## src/rtl/mem_port_arbiter.sv

```systemverilog
// -----------------------------------------------------------------------------
// mem_port_arbiter
//
// Arbitrates between the instruction cache (read-only line fills) and the data
// cache (line fills and write-backs) for one shared dual-port memory. Only one
// transaction is in flight at a time. Read data is returned MEM_LATENCY cycles
// after the read is issued.
//
// Sequence per transaction: IDLE (latch the winner) -> ISSUE (grant + memory
// enable) -> WAIT (reads only, MEM_LATENCY cycles) -> RESP (valid pulse) -> IDLE.
//
// Ports:
//   clock, reset                 rising-edge clock, synchronous active-high reset
//   ic_req/ic_addr               i-cache read request (level) and address
//   ic_gnt/ic_valid/ic_data      i-cache grant pulse, response pulse, read data
//   dc_req/dc_we/dc_addr/dc_wdata  d-cache request (level), write flag, address,
//                                write data
//   dc_gnt/dc_valid/dc_data      d-cache grant pulse, response pulse, read data
//   mem_rdaddress/mem_rden       memory read port
//   mem_wraddress/mem_wren/mem_data  memory write port
//   mem_q                        memory read data
//   busy                         high whenever the FSM is not in IDLE
//
// Build option:
//   MEM_PORT_ARB_RR_EN  defined   -> round-robin arbitration on simultaneous
//                                    requests (pointer resets to i-cache, so the
//                                    d-cache wins the first tie)
//                       undefined -> fixed priority, d-cache over i-cache
//
// All outputs are registered; their next values are derived from the next
// FSM state so that they line up with the state they belong to.
// -----------------------------------------------------------------------------
module mem_port_arbiter #(
  parameter int ADDR_WIDTH  = 32,
  parameter int MEM_WIDTH   = 64,
  parameter int MEM_LATENCY = 1
) (
  input  logic                  clock,
  input  logic                  reset,
  input  logic                  ic_req,
  input  logic [ADDR_WIDTH-1:0] ic_addr,
  output logic                  ic_gnt,
  output logic                  ic_valid,
  output logic [MEM_WIDTH-1:0]  ic_data,
  input  logic                  dc_req,
  input  logic                  dc_we,
  input  logic [ADDR_WIDTH-1:0] dc_addr,
  input  logic [MEM_WIDTH-1:0]  dc_wdata,
  output logic                  dc_gnt,
  output logic                  dc_valid,
  output logic [MEM_WIDTH-1:0]  dc_data,
  output logic [ADDR_WIDTH-1:0] mem_rdaddress,
  output logic                  mem_rden,
  output logic [ADDR_WIDTH-1:0] mem_wraddress,
  output logic                  mem_wren,
  output logic [MEM_WIDTH-1:0]  mem_data,
  input  logic [MEM_WIDTH-1:0]  mem_q,
  output logic                  busy
);

  typedef enum logic [1:0] {
    IDLE  = 2'd0,
    ISSUE = 2'd1,
    WAIT  = 2'd2,
    RESP  = 2'd3
  } state_t;

  // Last WAIT cycle index; the counter runs 0 .. MEM_LATENCY-1.
  localparam logic [2:0] CNT_LAST = 3'(MEM_LATENCY - 1);

  state_t                state_q, state_d;
  logic                  win_dc_q, win_dc_d;   // 1 = d-cache owns the transaction
  logic [ADDR_WIDTH-1:0] addr_q, addr_d;
  logic                  we_q, we_d;
  logic [MEM_WIDTH-1:0]  wdata_q, wdata_d;
  logic [2:0]            cnt_q, cnt_d;

  logic                  ic_gnt_q, ic_gnt_d;
  logic                  ic_valid_q, ic_valid_d;
  logic [MEM_WIDTH-1:0]  ic_data_q, ic_data_d;
  logic                  dc_gnt_q, dc_gnt_d;
  logic                  dc_valid_q, dc_valid_d;
  logic [MEM_WIDTH-1:0]  dc_data_q, dc_data_d;
  logic [ADDR_WIDTH-1:0] mem_rdaddress_q, mem_rdaddress_d;
  logic                  mem_rden_q, mem_rden_d;
  logic [ADDR_WIDTH-1:0] mem_wraddress_q, mem_wraddress_d;
  logic                  mem_wren_q, mem_wren_d;
  logic [MEM_WIDTH-1:0]  mem_data_q, mem_data_d;
  logic                  busy_q, busy_d;

  logic                  pick_dc;

  // ---------------------------------------------------------------------------
  // Arbitration
  // ---------------------------------------------------------------------------
`ifdef MEM_PORT_ARB_RR_EN
  // Pointer holds the last granted requester (1 = d-cache). On a tie the
  // other requester wins; reset value i-cache lets the d-cache win first.
  logic rr_ptr_q, rr_ptr_d;

  always_comb begin
    if (ic_req && dc_req) begin
      pick_dc = ~rr_ptr_q;
    end else begin
      pick_dc = dc_req;
    end
  end

  always_comb begin
    rr_ptr_d = rr_ptr_q;
    if (state_q == ISSUE) begin
      rr_ptr_d = win_dc_q;
    end
  end

  always_ff @(posedge clock) begin
    if (reset) begin
      rr_ptr_q <= 1'b0;
    end else begin
      rr_ptr_q <= rr_ptr_d;
    end
  end
`else
  // Fixed priority: the d-cache always wins; the i-cache can starve.
  always_comb begin
    pick_dc = dc_req;
  end
`endif

  // ---------------------------------------------------------------------------
  // Next-state and next-output logic
  // ---------------------------------------------------------------------------
  always_comb begin
    state_d         = state_q;
    win_dc_d        = win_dc_q;
    addr_d          = addr_q;
    we_d            = we_q;
    wdata_d         = wdata_q;
    cnt_d           = cnt_q;
    ic_data_d       = ic_data_q;
    dc_data_d       = dc_data_q;
    // Pulses and memory controls default to inactive; address/data outputs
    // are forced to zero whenever their enable is low.
    ic_gnt_d        = 1'b0;
    ic_valid_d      = 1'b0;
    dc_gnt_d        = 1'b0;
    dc_valid_d      = 1'b0;
    mem_rdaddress_d = '0;
    mem_rden_d      = 1'b0;
    mem_wraddress_d = '0;
    mem_wren_d      = 1'b0;
    mem_data_d      = '0;

    case (state_q)
      IDLE: begin
        if (ic_req || dc_req) begin
          win_dc_d = pick_dc;
          addr_d   = pick_dc ? dc_addr : ic_addr;
          // Only the d-cache can write; an i-cache transaction is always a read.
          we_d     = pick_dc & dc_we;
          wdata_d  = pick_dc ? dc_wdata : '0;
          state_d  = ISSUE;
          // Outputs that belong to the upcoming ISSUE cycle.
          ic_gnt_d = ~pick_dc;
          dc_gnt_d = pick_dc;
          if (pick_dc && dc_we) begin
            mem_wren_d      = 1'b1;
            mem_wraddress_d = dc_addr;
            mem_data_d      = dc_wdata;
          end else begin
            mem_rden_d      = 1'b1;
            mem_rdaddress_d = pick_dc ? dc_addr : ic_addr;
          end
        end
      end

      ISSUE: begin
        cnt_d = 3'd0;
        if (we_q) begin
          // Write completes immediately; response carries no data.
          state_d    = RESP;
          dc_valid_d = 1'b1;
          dc_data_d  = '0;
        end else begin
          state_d = WAIT;
        end
      end

      WAIT: begin
        if (cnt_q == CNT_LAST) begin
          cnt_d   = 3'd0;
          state_d = RESP;
          // mem_q is valid in this final WAIT cycle; capture it for RESP.
          if (win_dc_q) begin
            dc_valid_d = 1'b1;
            dc_data_d  = mem_q;
          end else begin
            ic_valid_d = 1'b1;
            ic_data_d  = mem_q;
          end
        end else begin
          cnt_d = cnt_q + 3'd1;
        end
      end

      RESP: begin
        state_d = IDLE;
      end

      default: begin
        state_d = IDLE;
      end
    endcase

    busy_d = (state_d != IDLE);
  end

  // ---------------------------------------------------------------------------
  // State and output registers
  // ---------------------------------------------------------------------------
  always_ff @(posedge clock) begin
    if (reset) begin
      state_q         <= IDLE;
      win_dc_q        <= 1'b0;
      addr_q          <= '0;
      we_q            <= 1'b0;
      wdata_q         <= '0;
      cnt_q           <= 3'd0;
      ic_gnt_q        <= 1'b0;
      ic_valid_q      <= 1'b0;
      ic_data_q       <= '0;
      dc_gnt_q        <= 1'b0;
      dc_valid_q      <= 1'b0;
      dc_data_q       <= '0;
      mem_rdaddress_q <= '0;
      mem_rden_q      <= 1'b0;
      mem_wraddress_q <= '0;
      mem_wren_q      <= 1'b0;
      mem_data_q      <= '0;
      busy_q          <= 1'b0;
    end else begin
      state_q         <= state_d;
      win_dc_q        <= win_dc_d;
      addr_q          <= addr_d;
      we_q            <= we_d;
      wdata_q         <= wdata_d;
      cnt_q           <= cnt_d;
      ic_gnt_q        <= ic_gnt_d;
      ic_valid_q      <= ic_valid_d;
      ic_data_q       <= ic_data_d;
      dc_gnt_q        <= dc_gnt_d;
      dc_valid_q      <= dc_valid_d;
      dc_data_q       <= dc_data_d;
      mem_rdaddress_q <= mem_rdaddress_d;
      mem_rden_q      <= mem_rden_d;
      mem_wraddress_q <= mem_wraddress_d;
      mem_wren_q      <= mem_wren_d;
      mem_data_q      <= mem_data_d;
      busy_q          <= busy_d;
    end
  end

  assign ic_gnt        = ic_gnt_q;
  assign ic_valid      = ic_valid_q;
  assign ic_data       = ic_data_q;
  assign dc_gnt        = dc_gnt_q;
  assign dc_valid      = dc_valid_q;
  assign dc_data       = dc_data_q;
  assign mem_rdaddress = mem_rdaddress_q;
  assign mem_rden      = mem_rden_q;
  assign mem_wraddress = mem_wraddress_q;
  assign mem_wren      = mem_wren_q;
  assign mem_data      = mem_data_q;
  assign busy          = busy_q;

endmodule

```

## config.mk

```make
export PLATFORM = sky130hd
export DESIGN_NAME = mem_port_arbiter
export DESIGN_NICKNAME = d
export VERILOG_FILES = /design/src/rtl/mem_port_arbiter.sv
export SDC_FILE = /design/constraint.sdc
export NUM_CORES = 1
export LEC_CHECK = 0
export CAP_MARGIN = 25
export CORE_AREA = 8 8 174 176
export CTS_BUF_LIST = sky130_fd_sc_hd__clkbuf_4
export DETAILED_ROUTE_END_ITERATION = 10
export DIE_AREA = 0 0 182 184
export PLACE_DENSITY = 0.66
export SLEW_MARGIN = 20
export SYNTH_ARGS = -nofsm -noshare
export SYNTH_HDL_FRONTEND = slang
export SYNTH_SLANG_ARGS = --single-unit
```

## constraint.sdc

```tcl
create_clock -name clock -period 2.1 [get_ports clock]
set_input_delay 0.525 -clock clock [delete_from_list [all_inputs] [get_ports clock]]
set_output_delay 0.525 -clock clock [all_outputs]
set_load 0.01 [all_outputs]
```

* Yosys cells after proc, flatten, opt, wreduce, memory -nomap -nowiden
Cells that the tools add are included.
** Word-level totals
- Input port bits :: 197
- Register bits after elaboration :: 270
- Output and inout port bits :: 263
** Operators by class
- Muxes and demuxes :: 18
- Add/subtract/negate cells :: 1
- Reductions and logical operators :: 13
- Bitwise gates (word level) :: 8
- Eq/ne operators :: 6
** Operators with widths (number)
- two-way mux 64 bit :: 3
- one-hot mux 64 bit (2 select lines) :: 1
- two-way mux 32 bit :: 1
- one-hot mux 2 bit (4 select lines) :: 1
- OR reduction 4 bit :: 2
- two-way mux 1 bit :: 7
- inverter 1 bit :: 7
- inequality test 2 bit (second input constant) :: 3
- one-hot mux 3 bit (2 select lines) :: 1
- OR reduction 3 bit :: 2
- equality test 2 bit (second input constant) :: 2
- two-way mux 2 bit :: 2
- AND reduction 4 bit :: 1
- nonzero test 2 bit :: 2
- adder 3 x 1 -> 3 bit (second input constant) :: 1
- zero test 3 bit :: 1
- two-way mux 3 bit :: 1
- AND reduction 3 bit :: 1
- equality test 2 x 1 -> 1 bit (second input constant) :: 1
- zero test 2 bit :: 1
- one-hot mux 1 bit (2 select lines) :: 1
- AND reduction 2 bit :: 1
- bitwise AND 1 bit :: 1
- logical AND 1 bit :: 1
- logical OR 1 bit :: 1

* Longest topological paths before layout
- Depth after elaboration :: 4
- Gate-level depth with buffers :: 8
- Depth with buffers taken out :: 5

* Worst setup path before layout
No wires, ideal clock.
- Path kind :: register -> register
- Start :: register state_q[0]
- End :: register dc_data_q[10] (netlist: dc_data[10])
- Arrival time :: 1644 ps
- Stages on the path, launching flop included :: 8
- Path slack :: 397 ps
- Path buffers :: 2
- Library setup time :: 59 ps
- Cells stage by stage :: dfxtp_1 > inv_1 > ha_1 > buf_2 > mux2_2 > o22ai_2 > buf_4 > a22o_1
** Between the ends
- Cells in the longest elaborated chain, start to end :: 3
- Elaborated cells between the ends (all ways) :: 8
- Classes of those cells :: eq/ne: 5; mux: 1; reduce/logical: 2
** RTL lines
- from (decl) :: line 71 : state_t state_q, state_d;
- from (signal assigned) :: line 242 : state_q <= state_d;
- equality test 2 bit / equality test 2 x 1 -> 1 bit (equally long branches) :: line 154 : case (state_q)
- inequality test 2 bit (no source line) / nonzero test 2 bit (equally long branches)
- AND reduction 4 bit (no source line)
- to (signal assigned) :: line 253 : dc_data_q <= dc_data_d;
- to (decl) :: line 83 : logic [MEM_WIDTH-1:0] dc_data_q, dc_data_d;
Parallel ways exist; a longest one is shown, timed or not.
A chain may end at the register's enable or synchronous reset.

* Final worst setup path
- Start :: register ic_data_q[20] (netlist: ic_data[20])
- End :: output ic_data[20]
** RTL lines
- from (decl) :: line 80 : logic [MEM_WIDTH-1:0] ic_data_q, ic_data_d;
- from (signal assigned) :: line 250 : ic_data_q <= ic_data_d;
- to (decl) :: line 44 : output logic [MEM_WIDTH-1:0] ic_data,
No word-level cell between the ends.

==> impl_metrics.json <==
{
  "grt-ovfl-total": 0,
  "dieWidth_um": 182,
  "port_buffers": 459,
  "maxCapViolCount": 0,
  "fin_tns_setup_ps": 0,
  "path_class": "flop to output pin",
  "synth_seq_area_share": 0.6356,
  "initial_utilization": 0.3095,
  "post-route-min-period_ps": 2002,
  "status": "finished, final reports clean",
  "synth_cells": 800,
  "holdBufCountCts": 0,
  "yosysMostFrequentCell": "dfxtp_1",
  "postRouteAntennaNets": 0,
  "maxSlewHeadroom": 0.5541,
  "yosys.area.top_type": "dfxtp_1",
  "die_area_um2": 33490,
  "antenna_found_initial": 7,
  "pre_cts_ws_ps": 212.2,
  "viasPerCell": 4.474,
  "row_count": 61,
  "grt_usage": 0.1802,
  "p_leak_uw": 0.006933,
  "hp-class": "input port to flop",
  "vias": 7543,
  "finalCritPeriodShare": 0.9532,
  "clockBufferDepth": 3,
  "syn-cell-area_um2": 8504,
  "async_flop_share": 0,
  "wl_um": 31310,
  "ys.warnings.count": 0,
  "cts_tree": "yes",
  "slew_violations": 0,
  "drt-initial-drc-count": 292,
  "tightestPinTransition_ps": 668.9,
  "cpPeakStageDelay_ps": 540,
  "grt_pass1_vias": 7893,
  "syn_nets": 1003,
  "ios": 460,
  "cts_htree_levels": 3,
  "gp_congestion": 0.7680,
  "post-dp-hpwl_um": 23820,
  "crit_buf_inv": 1,
  "ys_top_cells_by_count": "270 x dfxtp_1, 136 x nand2_1, 97 x and2_1, 69 x a21oi_1, 64 x a22o_1",
  "path_max_fanout": 2,
  "area_delta_synth_final_pct": 65.79,
  "num-nets-final": 1501,
  "clock_sinks": 270,
  "wl_per_cell_um": 18.57,
  "finalSetupViolations": 0,
  "synth_top_area_frac": 0.6356,
  "rsz0062_at_grt": "no",
  "crit_required_ps": 1570,
  "synthTopCellsByArea": "dfxtp_1 64%, and2_1 7.1%, a22o_1 6.6%",
  "grt_max_degree": 65,
  "path_cells": "clkdlybuf4s50_1",
  "ys_ff_latch": 270,
  "worstPathArrival_ps": 1480,
  "cp_top_family": "buffers and inverters",
  "post-cts-setup-buffers": 0,
  "worst_slack_ps": 98.24,
  "avgSynthCellArea_um2": 10.63,
  "start_kind": "flop",
  "drc": 0,
  "cts-root-buf": "clkbuf_4",
  "vdd_drop_max_mv": 0.4959,
  "synth_flop_cell": "dfxtp_1",
  "cp_slowest_cell": "clkdlybuf4s50_1",
  "clk_latency_ps": 650,
  "dr.pass1.iters": 4,
  "skew_ps": 33.87,
  "clk_pin_slew_ps": 60,
  "critical_path.endpoint_type": "output pin",
  "power_density_nw_per_um2": 946.2,
  "ys_types": 35,
  "die_y_um": 184,
  "fmax_ghz": 0.4996,
  "synth_edf_count": 0,
  "hold_violations": 0,
  "fill_cells": 2626,
  "numCtsBuffers": 74,
  "drive_gt1_frac": 0.09933,
  "core_area_um2": 27480,
  "grt_pass1_wl_um": 46840
}
[layer usage]
metal	part of all wire	vias up	track usage
li1	-	3685	-
met1	0.34	3424	0.1684
met2	0.51	359	0.3255
met3	0.12	63	0.09941
met4	0.022	12	0.06920
met5	0.0026	-	0
[state kept, by name, summed over array words and instances (netlist names)]
| name | count |
|---|---|
| state_q | 2 |
| ic_valid | 1 |
| busy | 1 |
| mem_data | 64 |
| mem_rden | 1 |
| ic_gnt | 1 |
| dc_valid | 1 |
| cnt_q | 3 |
| mem_wraddress | 32 |
| mem_rdaddress | 32 |
| dc_data | 64 |
| mem_wren | 1 |
| dc_gnt | 1 |
| we_q | 1 |
| ic_data | 64 |
| win_dc_q | 1 |
[cell type report]
cell class                      instances  area (um2)  share of cell area
Sequential cell                       270        5405              0.3834
Timing Repair Buffer                  476        4534              0.3216
Antenna cell                            1       2.502           0.0001775
Clock inverter                         16       118.9            0.008430
Inverter                                6       22.52            0.001597
Clock buffer                          101       758.2             0.05378
Tap cell                              346       432.9             0.03070
Multi-Input combinational cell        470        2825              0.2004
[cell families (layout without fill, tap and decap cells)]
| family | Yosys count | after routing | synth area share |
|---|---|---|---|
| fa+ha+maj | 6 | 6 | 0.008827 |
| buf+inv | 60 | 599 | 0.03502 |
| simple gates | 288 | 288 | 0.1665 |
| other cells | 0 | 1 | 0 |
| flops | 270 | 270 | 0.6356 |
| mux | 33 | 33 | 0.03899 |
| compound gates | 143 | 143 | 0.1151 |
[worst paths after layout]
kind / from / endpoint / slack, ps / cells past startpoint
hold / removal: dc_req / dc_gnt / 240 / 3
setup / recovery: ic_data[20] / ic_data[20] / 100 / 1
setup reg to reg: state_q[0] / cnt_q[2] / 220 / 6
hold reg to reg: ic_data[4] / ic_data[4] / 450 / 2
[what timing repair did]
item,4_1_cts,5_1_grt
hold endpoints to repair,0,0
endpoints found under the setup margin,248,13
gates resized for setup,248,13
[cell usage in the layout, fill, tap and decap left out, drive strengths merged, types with 2 or more instances in the layout]
cell             n
inv              7
nand2          136
nor2b            3
nand2b           3
and2            97
dfxtp          270
clkdlybuf4s50  196
a21oi           69
dlygate4sd2    248
nor2            38
bufinv           2
o21ai            4
a211oi           3
clkinv          13
a22o            64
clkbuf         101
buf             19
dlymetal6s2s    13
mux2i           32
ha               6
[metrics by stage]
step	std cells	power, uW	utilization	area (um2)	hold WS (ps)
floorplan	800	7389	-	8504	457.3
global placement	1568	9284	0.4913	13500	440.6
detailed placement	1568	9338	0.4913	13500	446.1
CTS	1685	13650	0.5119	14060	147.0
global route	1686	14170	0.5132	14100	191.2
finish	1686	13340	0.5132	14100	237.1
[power by group]
group	switching (uW)	internal [uW]
clock	2090	2440
combinational	1630	1360
sequential	193	5630
total	3900	9440
Power figures use the tool's default switching activity.
